==> config.mk <==
export PLATFORM = sky130hd
export DESIGN_NAME = des_sbox_sched
export DESIGN_NICKNAME = d
export VERILOG_FILES = /design/src/rtl/des_sbox_sched.sv
export SDC_FILE = /design/constraint.sdc
export NUM_CORES = 1
export LEC_CHECK = 0
export ABC_AREA = 1
export CORE_MARGIN = 3
export CORE_UTILIZATION = 40
export DETAILED_ROUTE_END_ITERATION = 6
export HOLD_SLACK_MARGIN = 0.15
export SKIP_CTS_REPAIR_TIMING = 1
export SYNTH_ARGS = -nofsm -noshare
export SYNTH_HDL_FRONTEND = slang
export SYNTH_SLANG_ARGS = --single-unit
==> constraint.sdc <==
create_clock -name clk -period 4.06 [get_ports clk]
set_input_delay 0.812 -clock clk [delete_from_list [all_inputs] [get_ports clk]]
set_output_delay 0.812 -clock clk [all_outputs]
set_load 0.01 [all_outputs]
==> src/rtl/des_sbox_sched.sv <==
// des_sbox_sched: DES S-box stage, one 6-bit lane per clock through sbox1..sbox8.
// Optional abort input enabled by DES_SBOX_SCHED_ABORT_EN.
module sbox1 (input logic [5:0] in, output logic [3:0] out);
  localparam logic [0:63][3:0] T = 256'hE4D12FB83A6C59070F74E2D1A6CB953841E8D62BFC973A50FC8249175B3EA06D;
  assign out = T[{in[5], in[0], in[4:1]}];
endmodule

module sbox2 (input logic [5:0] in, output logic [3:0] out);
  localparam logic [0:63][3:0] T = 256'hF18E6B34972DC05A3D47F28EC01A69B50E7BA4D158C6932FD8A13F42B67C05E9;
  assign out = T[{in[5], in[0], in[4:1]}];
endmodule

module sbox3 (input logic [5:0] in, output logic [3:0] out);
  localparam logic [0:63][3:0] T = 256'hA09E63F51DC7B428D709346A285ECBF1D6498F30B12C5AE71AD069874FE3B52C;
  assign out = T[{in[5], in[0], in[4:1]}];
endmodule

module sbox4 (input logic [5:0] in, output logic [3:0] out);
  localparam logic [0:63][3:0] T = 256'h7DE3069A1285BC4FD8B56F03472C1AE9A690CB7DF13E52843F06A1D8945BC72E;
  assign out = T[{in[5], in[0], in[4:1]}];
endmodule

module sbox5 (input logic [5:0] in, output logic [3:0] out);
  localparam logic [0:63][3:0] T = 256'h2C417AB6853FD0E9EB2C47D150FA3986421BAD78F9C5630EB8C71E2D6F09A453;
  assign out = T[{in[5], in[0], in[4:1]}];
endmodule

module sbox6 (input logic [5:0] in, output logic [3:0] out);
  localparam logic [0:63][3:0] T = 256'hC1AF92680D34E75BAF427C9561DE0B389EF528C3704A1DB6432C95FABE17608D;
  assign out = T[{in[5], in[0], in[4:1]}];
endmodule

module sbox7 (input logic [5:0] in, output logic [3:0] out);
  localparam logic [0:63][3:0] T = 256'h4B2EF08D3C975A61D0B7491AE35C2F8614BDC37EAF6805926BD814A7950FE23C;
  assign out = T[{in[5], in[0], in[4:1]}];
endmodule

module sbox8 (input logic [5:0] in, output logic [3:0] out);
  localparam logic [0:63][3:0] T = 256'hD2846FB1A93E50C71FD8A374C56B0E927B419CE206ADF35821E74A8DFC90356B;
  assign out = T[{in[5], in[0], in[4:1]}];
endmodule

module des_sbox_sched (
  input  logic        clk,
  input  logic        rst_n,
`ifdef DES_SBOX_SCHED_ABORT_EN
  input  logic        abort,
`endif
  input  logic        in_valid,
  output logic        in_ready,
  input  logic [47:0] din,
  output logic        out_valid,
  input  logic        out_ready,
  output logic [31:0] dout,
  output logic        busy
);
  typedef enum logic [1:0] {IDLE, RUN, DONE} state_t;
  state_t state_q, state_d;
  logic [2:0] idx_q, idx_d;
  logic [47:0] din_q, din_d;
  logic [31:0] dout_q, dout_d;
  logic in_ready_q, in_ready_d, out_valid_q, out_valid_d, busy_q, busy_d;
  logic [5:0] lane;
  logic [3:0] nib [8];
  sbox1 u_s1 (.in(lane), .out(nib[0]));
  sbox2 u_s2 (.in(lane), .out(nib[1]));
  sbox3 u_s3 (.in(lane), .out(nib[2]));
  sbox4 u_s4 (.in(lane), .out(nib[3]));
  sbox5 u_s5 (.in(lane), .out(nib[4]));
  sbox6 u_s6 (.in(lane), .out(nib[5]));
  sbox7 u_s7 (.in(lane), .out(nib[6]));
  sbox8 u_s8 (.in(lane), .out(nib[7]));
  always_comb begin
    lane = '0;
    for (int i = 0; i < 8; i++) lane = (idx_q == 3'(i)) ? din_q[47-6*i -: 6] : lane;
  end
  always_comb begin
    state_d = state_q;
    idx_d = idx_q;
    din_d = din_q;
    dout_d = dout_q;
    if (state_q == IDLE) begin
      if (in_valid) begin
        din_d = din;
        idx_d = '0;
        state_d = RUN;
      end
    end else if (state_q == RUN) begin
      for (int i = 0; i < 8; i++) if (idx_q == 3'(i)) dout_d[31-4*i -: 4] = nib[i];
      idx_d = idx_q + 3'd1;
      state_d = (idx_q == 3'd7) ? DONE : RUN;
    end else if (out_ready) begin
      state_d = IDLE;
    end
`ifdef DES_SBOX_SCHED_ABORT_EN
    if (abort && state_q != IDLE) begin
      state_d = IDLE;
      idx_d = '0;
      dout_d = dout_q;
    end
`endif
    in_ready_d = state_d == IDLE;
    out_valid_d = state_d == DONE;
    busy_d = state_d != IDLE;
  end
  always_ff @(posedge clk or negedge rst_n) begin
    if (!rst_n) begin
      state_q <= IDLE;
      idx_q <= '0;
      din_q <= '0;
      dout_q <= '0;
      in_ready_q <= 1'b1;
      out_valid_q <= 1'b0;
      busy_q <= 1'b0;
    end else begin
      state_q <= state_d;
      idx_q <= idx_d;
      din_q <= din_d;
      dout_q <= dout_d;
      in_ready_q <= in_ready_d;
      out_valid_q <= out_valid_d;
      busy_q <= busy_d;
    end
  end
  assign in_ready = in_ready_q;
  assign out_valid = out_valid_q;
  assign busy = busy_q;
  assign dout = dout_q;
endmodule

==> impl_metrics.toml <==
[status]
status = "completed"

[synthesis]
synth_top_area_share_pct = 33.8
yosys_warnings = 0
syn_avg_cell_area_sq_um = 6.19
yosys_register_bits = 88
synthCells = 1041
synthesis.area_sq_um = 6450
yosysSeqAreaShare_pct = 34.2
synth_fp_nets = 1107
synth_top_area_cell = "dfrtp_1"
yosysUniqueCellTypes = 26
synth_area_leaders = "dfrtp_1 (34%), nand2_1 (29%), nand3_1 (20%)"

[worst_setup_path]
ff2ff_path_depth = 23
r2r-end = "dout[3]$_DFFE_PN0P_"
endpoint = "dout[3]$_DFFE_PN0P_"
critPathMaxFanout = 10
crit_path_max_incr_delay_ns = 0.41
startpoint = "idx_q[1]$_DFFE_PN0P_"
path_cells = "inv_1 > ha_1 > inv_2 > nor2_1 > nand2_1 > nand3_1 > nand2_1 > nand2_1 > nand2_1 > nand2_1 > nand2_1 > nand2_2 > inv_1 > ha_1 > inv_1 > nand3_1 > nand2_1 > nand2_2 > nand3_1 > nand3_1 > nand2_1 > nand2_1 > nand2_1"
critPathRequiredTime_ns = 4.35
ff2ff_setup_slack_ns = 0.40
path_common_cell = "nand2_1"
worstSetupPathType = "flop to flop"
worst-path-buf-inv = 4
endpoint_kind = "flop"
r2r_start = "idx_q[1]$_DFFE_PN0P_"
cp_top_family = "simple AND/OR/NAND/NOR gates"
worstPathArrival_ns = 3.96
crit_cells = 23
crit_path_start_kind = "flop"
cp_slowest_cell = "dfrtp_1"

[floorplanning]
core-area_sq_um = 15500
rows = 45
start_util_pct = 41.6
die-height_microns = 133
io_pins = 87
die_w_microns = 133
die_area_sq_um = 17700

[sta]
setup_viol = 0
min_period_over_period_pct = 90.2
tns_ns = 0
fin_worst_skew_ns = 0.0124
finalCriticalPeriod_ns = 3.66
worst_pin_slew_ns = 0.949
finalHoldViolCount = 0
slew_violations = 0
fmax_mhz = 273
rsz0062_at_grt = "no"
slew_headroom_pct = 36.5

[cells_and_area]
stdcell_area_sq_um = 7690
diodes = 0
drive_above_1_share_pct = 5.36
fill_cells = 1665
nets = 1163
multi_input_area_sq_um = 3740
synthToLayoutAreaGrowth_pct = 19.3
finalNonFillerCells = 1312
seq_area_sq_um = 2200

[global_route]
grt_pass1_wl_microns = 37800
grt_util_met1_pct = 36.1
use_met3_pct = 6.01
antenna_found_initial = 0
grt_max_degree = 63
busiest_layer = "met2"
grt_pass1_vias = 6841
grt_overflow = 0
track_usage_pct = 27.1
met2_usage_pct = 42.4

[cts]
worstSkewPairLatency_ns = 0.36
h-tree-depth = 3
clock_sinks = 88
cts_tree = "yes"
cts_root_buf = "clkbuf_16"
cts_buffer_depth = 2
cts_made_buffers = 9
cts.clk_slew.worst_paths_ns = 0.07

[placed_design]
dp_cells = 1297
postPlaceCellArea_sq_um = 7420
port-buffer-count = 86
place_congestion = 1.03
post-dp-hpwl_microns = 17400

[detailed_routing]
wl_microns = 23800
drtAntennaViolNets = 0
wl_per_cell_microns = 18.1
vias = 7074
drc = 0
viasPerCell = 5.39
first_pass_iters = 6
detail_route.iter0.violations = 783

[job]
maxCapViolCount = 0

[hold_path]
hold_path_class = "input port to async pin"
==> cells by family after synthesis <==
logic type | count (synthesis) | share of synthesized area [%]
AOI/OAI and AO/OA | 19 | 1.71
adders and majority gates | 14 | 2.72
buffers and inverters | 113 | 8.07
DFF | 88 | 34.2
and+or+nand+nor | 807 | 53.3
==> layer usage <==
metal  vias up  wire length (microns)  share of wire (%)
met2       348                  10900                 46
li1       3434                      -                  -
met3        80                   1860                7.8
met5         -                      0                  0
met1      3212                  10000                 42
met4         0                   1010                4.2
==> area by class of cell <==
class                      instances  area share, %
inverter                          61           2.98
multi-input combinational        840           48.6
sequential                        88           28.6
timing repair buffer              97           12.7
tap                              211           3.43
clock buffer                       9           2.93
clock inverter                     6          0.667
==> sequential cells by signal, indices dropped and copies added, names as in the netlist <==
register,cells
busy,1
state_q,2
din_q,48
idx_q,3
in_ready,1
dout,32
out_valid,1
==> cell usage in the layout, fill, tap and decap left out, types with 2 or more instances in the layout <==
cell type / instances
buf_12: 3
buf_4: 9
clkbuf_16: 9
clkdlybuf4s50_1: 85
dfrtp_1: 87
ha_1: 14
inv_1: 55
inv_2: 5
inv_6: 4
nand2_1: 490
nand2_2: 13
nand2_4: 3
nand3_1: 257
nand3_2: 4
nor2_1: 36
o21ai_0: 12
or2_2: 2
==> worst register-to-register path: cells and delay by family, from the launching register on <==
kind / cells / cell delay [ns]
fa+ha+maj: 2 / 0.55
simple gates: 17 / 2.17
flops: 1 / 0.41
buf+inv: 4 / 0.47
==> stage by stage <==
| step | setup WS, ns | utilization (%) | hold WS, ns |
|---|---|---|---|
| after global placement | 0.573 | 47.9 | 0.465 |
| after CTS | 0.477 | 49.7 | 0.486 |
| after floorplan | 1.20 | - | 0.441 |
| final | 0.398 | 49.7 | 0.469 |
| after global routing | 0.0731 | 49.7 | 0.505 |
| after detailed placement | 0.532 | 47.9 | 0.468 |
==> cells in the mapped netlist <==
master,n
buf_1,1
buf_6,6
a21oi_1,2
clkinv_1,1
nand2_2,12
a21oi_4,1
nand3_2,4
nand2_4,3
or2_1,1
clkbuf_1,20
nor2_2,1
buf_4,8
or2_2,2
inv_1,55
inv_2,5
o21ai_0,12
nand3_1,257
o211ai_1,1
dfstp_2,1
dfrtp_1,87
o21ai_1,2
buf_2,17
nor2_1,36
nand2_1,491
ha_1,14
o22ai_1,1
==> worst min-delay path by stage <==
stage,to,cells past startpoint,slack [ns]
2_1_floorplan,din_q[30]$_DFFE_PN0P_,2,0.44
3_3_place_gp,dout[11]$_DFFE_PN0P_,2,0.47
3_5_place_dp,din_q[28]$_DFFE_PN0P_,2,0.47
4_1_cts,din_q[28]$_DFFE_PN0P_,2,0.49
5_1_grt,din_q[18]$_DFFE_PN0P_,2,0.51
6_report,din_q[2]$_DFFE_PN0P_,1,0.47
Power is left out: the tool's default activity adds up to more than one toggle a clock period on the data nets, which glitch-free logic cannot reach.
